## src/rtl/ofmap_writeback_ctrl_pkg.sv

```systemverilog
// Shared types and default geometry for the ofmap writeback controller.
package ofmap_pkg;

   localparam int OF_WD     = 8;
   localparam int OF_IN     = 4;
   localparam int OF_FI     = 3;
   localparam int OF_PE_COL = 8;
   localparam int OF_ADDR_W = 10;
   localparam int OF_CNT_W  = 8;

   localparam int PSUM_W  = 2 * OF_WD;
   localparam int WORD_W  = OF_PE_COL * OF_WD;
   localparam int MSB_IDX = OF_IN + 2 * OF_FI;
   localparam int LSB_IDX = OF_FI;

   typedef enum logic [2:0] {IDLE, LOAD, ACT, WRITE, DONE} state_e;

endpackage

```

## src/rtl/ofmap_writeback_ctrl_if.sv

```systemverilog
// Psum-row input and ofmap-write handshakes. The controller uses the master
// modport; the PE array / SRAM side uses slave.
interface ofmap_writeback_ctrl_if
   import ofmap_pkg::*;
#(
   parameter int WD     = OF_WD,
   parameter int PE_COL = OF_PE_COL,
   parameter int ADDR_W = OF_ADDR_W
);
   logic                     psum_vld;
   logic                     psum_rdy;
   logic [PE_COL*2*WD-1:0]   psum_row;
   logic                     of_vld;
   logic                     of_rdy;
   logic [ADDR_W-1:0]        of_addr;
   logic [PE_COL*WD-1:0]     of_data;

   modport master (
      input  psum_vld, psum_row, of_rdy,
      output psum_rdy, of_vld, of_addr, of_data
   );

   modport slave (
      output psum_vld, psum_row, of_rdy,
      input  psum_rdy, of_vld, of_addr, of_data
   );
endinterface

```

## src/rtl/ofmap_writeback_ctrl_lane.sv

```systemverilog
// Single combinational ReLU + fixed-point truncation lane.
// OFMAP_SAT_EN: clamp positive overflow to the max positive activation.
module relu_trunc_lane #(
   parameter int WD = 8,
   parameter int IN = 4,
   parameter int FI = 3
) (
   input  logic            en,
   input  logic [2*WD-1:0] psum,
   output logic [WD-1:0]   act
);
   localparam int PW  = 2 * WD;
   localparam int MSB = IN + 2 * FI;
   localparam int LSB = FI;

   if (IN + FI + 1 != WD) begin : g_bad_fmt
      $error("relu_trunc_lane: IN+FI+1 must equal WD");
   end

   logic unused_bits;
   assign unused_bits = ^psum;

   always_comb begin
      act = '0;
      if (en && !psum[PW-1]) begin
`ifdef OFMAP_SAT_EN
         // any set bit from the result sign upward is unrepresentable
         act = (|psum[PW-2:MSB]) ? {1'b0, {(WD-1){1'b1}}} : psum[MSB:LSB];
`else
         act = psum[MSB:LSB];
`endif
      end
   end
endmodule

```

## src/rtl/ofmap_writeback_ctrl.sv

```systemverilog
// Writes one output tile: accept a psum row, activate it column by column
// through one shared lane, pack to a word, write at base+row. OFMAP_SAT_EN
// selects saturating activation in the lane.
module ofmap_writeback_ctrl
   import ofmap_pkg::*;
#(
   parameter int WD     = OF_WD,
   parameter int IN     = OF_IN,
   parameter int FI     = OF_FI,
   parameter int PE_COL = OF_PE_COL,
   parameter int ADDR_W = OF_ADDR_W,
   parameter int CNT_W  = OF_CNT_W
) (
   input  logic                 clk,
   input  logic                 rst_n,
   input  logic                 start,
   input  logic                 clr,
   input  logic [CNT_W-1:0]     cfg_rows,
   input  logic [ADDR_W-1:0]    cfg_base,
   ofmap_writeback_ctrl_if.master bus,
   output logic                 busy,
   output logic                 done
);
   localparam int PW    = 2 * WD;
   localparam int COL_W = (PE_COL > 1) ? $clog2(PE_COL) : 1;

   state_e state_q, state_d;

   logic [CNT_W-1:0]             rows_q, row_idx_q, row_nxt;
   logic [ADDR_W-1:0]            base_q;
   logic [COL_W-1:0]             col_q;
   logic [PE_COL-1:0][PW-1:0]    psum_q;
   logic [PE_COL-1:0][WD-1:0]    pack_q;
   logic                         lane_en;
   logic [WD-1:0]                lane_act;
   logic                         last_col, last_row;

   assign row_nxt  = row_idx_q + CNT_W'(1);
   assign last_row = (row_nxt == rows_q);
   assign last_col = (col_q == COL_W'(PE_COL - 1));

   assign bus.of_addr = base_q + ADDR_W'(row_idx_q);
   assign bus.of_data = pack_q;

   relu_trunc_lane #(.WD(WD), .IN(IN), .FI(FI)) u_lane (
      .en   (lane_en),
      .psum (psum_q[col_q]),
      .act  (lane_act)
   );

   always_ff @(posedge clk or negedge rst_n) begin
      if (!rst_n) state_q <= IDLE;
      else        state_q <= state_d;
   end

   always_comb begin
      state_d = state_q;
      if (clr) begin
         state_d = IDLE;
      end else begin
         case (state_q)
            IDLE:    if (start) state_d = (cfg_rows == '0) ? DONE : LOAD;
            LOAD:    if (bus.psum_vld) state_d = ACT;
            ACT:     if (last_col) state_d = WRITE;
            WRITE:   if (bus.of_rdy) state_d = last_row ? DONE : LOAD;
            DONE:    state_d = IDLE;
            default: state_d = IDLE;
         endcase
      end
   end

   // clr also masks the handshakes in its own cycle so no transfer slips through
   always_comb begin
      bus.psum_rdy = 1'b0;
      bus.of_vld   = 1'b0;
      busy         = 1'b1;
      done         = 1'b0;
      lane_en      = 1'b0;
      case (state_q)
         IDLE:    busy = 1'b0;
         LOAD:    bus.psum_rdy = !clr;
         ACT:     lane_en = 1'b1;
         WRITE:   bus.of_vld = !clr;
         DONE:    done = 1'b1;
         default: busy = 1'b0;
      endcase
   end

   always_ff @(posedge clk or negedge rst_n) begin
      if (!rst_n) begin
         rows_q    <= '0;
         base_q    <= '0;
         row_idx_q <= '0;
         col_q     <= '0;
         psum_q    <= '0;
         pack_q    <= '0;
      end else if (!clr) begin
         case (state_q)
            IDLE: if (start && cfg_rows != '0) begin
               rows_q    <= cfg_rows;
               base_q    <= cfg_base;
               row_idx_q <= '0;
            end
            LOAD: if (bus.psum_vld) begin
               psum_q <= bus.psum_row;
               col_q  <= '0;
            end
            ACT: begin
               pack_q[col_q] <= lane_act;
               col_q         <= col_q + COL_W'(1);
            end
            WRITE: if (bus.of_rdy) row_idx_q <= row_nxt;
            default: ;
         endcase
      end
   end
endmodule
```

## src/flat_wrapper.sv

```systemverilog
// flat-port wrapper written by rule: the top's interface ports become plain ports
module ofmap_writeback_ctrl_flat import ofmap_pkg::*;
#(
   parameter int WD     = OF_WD,
   parameter int IN     = OF_IN,
   parameter int FI     = OF_FI,
   parameter int PE_COL = OF_PE_COL,
   parameter int ADDR_W = OF_ADDR_W,
   parameter int CNT_W  = OF_CNT_W
)
  (clk, rst_n, start, clr, cfg_rows, cfg_base, busy, done, bus_psum_vld, bus_psum_row, bus_of_rdy, bus_psum_rdy, bus_of_vld, bus_of_addr, bus_of_data);
  ofmap_writeback_ctrl_if #(.WD(WD), .PE_COL(PE_COL), .ADDR_W(ADDR_W)) bus_i ();
  input  logic clk;
  input  logic rst_n;
  input  logic start;
  input  logic clr;
  input  logic [CNT_W-1:0] cfg_rows;
  input  logic [ADDR_W-1:0] cfg_base;
  output logic busy;
  output logic done;
  input wire logic [$bits(bus_i.psum_vld)-1:0] bus_psum_vld;
  input wire logic [$bits(bus_i.psum_row)-1:0] bus_psum_row;
  input wire logic [$bits(bus_i.of_rdy)-1:0] bus_of_rdy;
  output wire logic [$bits(bus_i.psum_rdy)-1:0] bus_psum_rdy;
  output wire logic [$bits(bus_i.of_vld)-1:0] bus_of_vld;
  output wire logic [$bits(bus_i.of_addr)-1:0] bus_of_addr;
  output wire logic [$bits(bus_i.of_data)-1:0] bus_of_data;
  assign bus_i.psum_vld = bus_psum_vld;
  assign bus_i.psum_row = bus_psum_row;
  assign bus_i.of_rdy = bus_of_rdy;
  assign bus_psum_rdy = bus_i.psum_rdy;
  assign bus_of_vld = bus_i.of_vld;
  assign bus_of_addr = bus_i.of_addr;
  assign bus_of_data = bus_i.of_data;
  ofmap_writeback_ctrl #(.WD(WD), .IN(IN), .FI(FI), .PE_COL(PE_COL), .ADDR_W(ADDR_W), .CNT_W(CNT_W)) u_core (.clk(clk), .rst_n(rst_n), .start(start), .clr(clr), .cfg_rows(cfg_rows), .cfg_base(cfg_base), .bus(bus_i), .busy(busy), .done(done));
endmodule
```

## config.mk

```make
export PLATFORM = sky130hd
export DESIGN_NAME = ofmap_writeback_ctrl_flat
export DESIGN_NICKNAME = d
export VERILOG_FILES = /design/src/rtl/ofmap_writeback_ctrl_pkg.sv /design/src/rtl/ofmap_writeback_ctrl_if.sv /design/src/rtl/ofmap_writeback_ctrl_lane.sv /design/src/rtl/ofmap_writeback_ctrl.sv /design/src/flat_wrapper.sv
export SDC_FILE = /design/constraint.sdc
export NUM_CORES = 1
export LEC_CHECK = 0
export ABC_AREA = 1
export BUFFER_PORTS_ARGS = -buffer_cell sky130_fd_sc_hd__buf_2
export CAP_MARGIN = 20
export CORE_ASPECT_RATIO = 1.25
export CORE_MARGIN = 3
export CORE_UTILIZATION = 50
export CTS_CLUSTER_DIAMETER = 30
export CTS_CLUSTER_SIZE = 20
export DETAILED_ROUTE_END_ITERATION = 7
export PLACE_DENSITY = 0.84
export SETUP_SLACK_MARGIN = 0.4
export SYNTH_ARGS = -nofsm -noshare
export SYNTH_HDL_FRONTEND = slang
export SYNTH_HIERARCHICAL = 1
export SYNTH_SLANG_ARGS = --single-unit
```

## constraint.sdc

```tcl
create_clock -name clk -period 1.8 [get_ports clk]
set_input_delay 0.18 -clock clk [delete_from_list [all_inputs] [get_ports clk]]
set_output_delay 0.18 -clock clk [all_outputs]
set_load 0.01 [all_outputs]
```

==> impl_results.md <==
* Post-route ant nets at 0
* Max Cap Viol at 0
* Slew HR at 62.6%
* GRT Total Usage at 32.7%
* YS warnings at 6
* Initial Utilization at 51.1%
* Port Buf Inserts at 173
* DRC Markers at 0
* Die Width at 119 um
* CP Max Fanout at 3
* Vias/cell at 5.76
* Core Footprint at 15600 um2
* Crit Path Class: reg2out
* IO Count at 230
* Antenna violations before repair at 1
* Final hold violation count at 0
* First-pass GRT wire length at 43900 um
* Reg clk slew, reported paths at 70 ps
* Setup ws final at -666 ps
* Slew Viols, Final at 0
* Htree depth at 4
* CTS max path bufs at 2
* Syn Nets at 936
* Number of global-route vias before repair at 8091
* PD cells at 1360 nW/um2
* Leading cell type in the layout, fill and taps excluded: buf_2
* Die area at 17500 um2
* Gate count after technology mapping at 772
* Crit start category: flop
* Die Y at 147 um
* Pre-CTS setup slack at -142 ps
* Status: complete, but fails checks
* Worst-skew pair later-pin latency at 440 ps
* # setup viols final at 91
* Max IR drop VDD at 0.000924 V
* Detailed Route WL at 31200 um
* Most frequent cells in the layout: buf_2, dfrtp_1, nand2_1
* Routability cong. at 0.868
* Required @ worst endpoint at 1620 ps
* RSZ-0062 raised after global routing: true
* DP Wirelength at 14400 um
* Worst Path Arrival at 2290 ps
* DRT Pass-1 Iters at 6
* Clock sinks at 168
* Largest net degree at the start of global routing at 42
* Crit share post-route at 137%
* Pwr Total at 0.0177 W
* Failing checks: negative setup slack
* Lkg Pwr at 6.43 nW
* CTS tree: done
* Tmin final at 2470 ps
* Root Driver: clkbuf_16
* Synth-to-layout area growth at 62.2%
* Number of buffers created by CTS at 17
* Syn Std Cell Area at 7990 um2
* CP Capture Type: primary output
* Rows at 51
* Total gr overflow at 0
* DRT iter0 DRCs at 754
* DR WL/cell at 23.0 um
* Worst-margin pin slew at 556 ps
* Fraction of layout cells with a size suffix above 1 at 54.5%
* Worst hold path class: in2reg
* Fin nets at 1295
* Worst Clk Skew at 17.4 ps
* Routed via count at 7818
* Avg Cell Area, Syn at 10.3 um2
* Max Fclk at 405 MHz
registers in the layout, indices dropped and copies added, names as in the netlist:
signal and count:
u_core/bus.of_data 64, u_core/psum_q 72, u_core/base_q 10, u_core/state_q 3, u_core/row_idx_q 8, u_core/col_q 3, u_core/rows_q 8
critical path: stages (launching register included):
cell and delay (ps):
dfrtp_1 400, ha_4 170, inv_2 60, fa_2 380, o21ai_4 200, a21oi_2 100, nor2_2 180, nor2_2 80
xnor2_1 140, buf_2 150
layout make-up:
type                       instances  area [um2]
antenna                            1        2.50
clock buffer                      19         433
clock inverter                    13         160
fill                             730        2680
inverter                          78         368
multi-input combinational        488        4350
sequential                       168        4210
tap                              212         265
timing repair buffer             378        3160
where the power goes:
group	switching, W	internal [W]	total, W
clock	0.00167	0.00209	0.00376
sequential	0.00109	0.00491	0.00600
combinational	0.00394	0.00397	0.00792
total	0.00670	0.0110	0.0177
timing repair:
item,in CTS,in global routing
setup buffers,42,20
gates cloned,9,1
gates resized for setup,218,127
setup endpoints to repair,159,182
endpoints found under the hold margin,192,0
pin swaps,49,49
hold buffers,84,0
layer usage:
layer	up-vias	wire length, um	part of all wire [%]	GRT usage [%]
met5	-	0	0	0
met4	0	2370	7.6	23.0
li1	3311	-	-	-
met2	535	16300	52	57.3
met1	3788	10600	34	35.7
met3	184	1920	6.2	5.62
metrics by stage:
stage / hold slack [ps] / utilization, % / std cells / instance area [um2] / TNS (ps)
2_1_floorplan: -116 / - / 772 / 8170 / 0
3_3_place_gp: 105 / 60.1 / 1168 / 9400 / -4140
3_5_place_dp: 107 / 60.1 / 1168 / 9400 / -5380
4_1_cts: 0.517 / 78.1 / 1335 / 12200 / -3840
5_1_grt: 17.2 / 82.8 / 1357 / 13000 / -26650
6_report: 37.9 / 82.8 / 1357 / 13000 / -22650
final timing paths:
kind / to / slack (ps) / from / cells after the start
worst max register to register: u_core/state_q[0] / -430 / u_core/row_idx_q[0] / 17
worst min-delay path: u_core/rows_q[2] / 40 / cfg_rows[2] / 3
max in group asynchronous: u_core/psum_q[39] / 890 / rst_n / 3
min in group asynchronous: u_core/rows_q[2] / 270 / rst_n / 2
worst min register to register: u_core/bus.of_data[49] / 480 / u_core/bus.of_data[49] / 2
worst max-delay path: bus_of_addr[6] / -670 / u_core/base_q[0] / 9
Power figures use the tool's default switching activity.
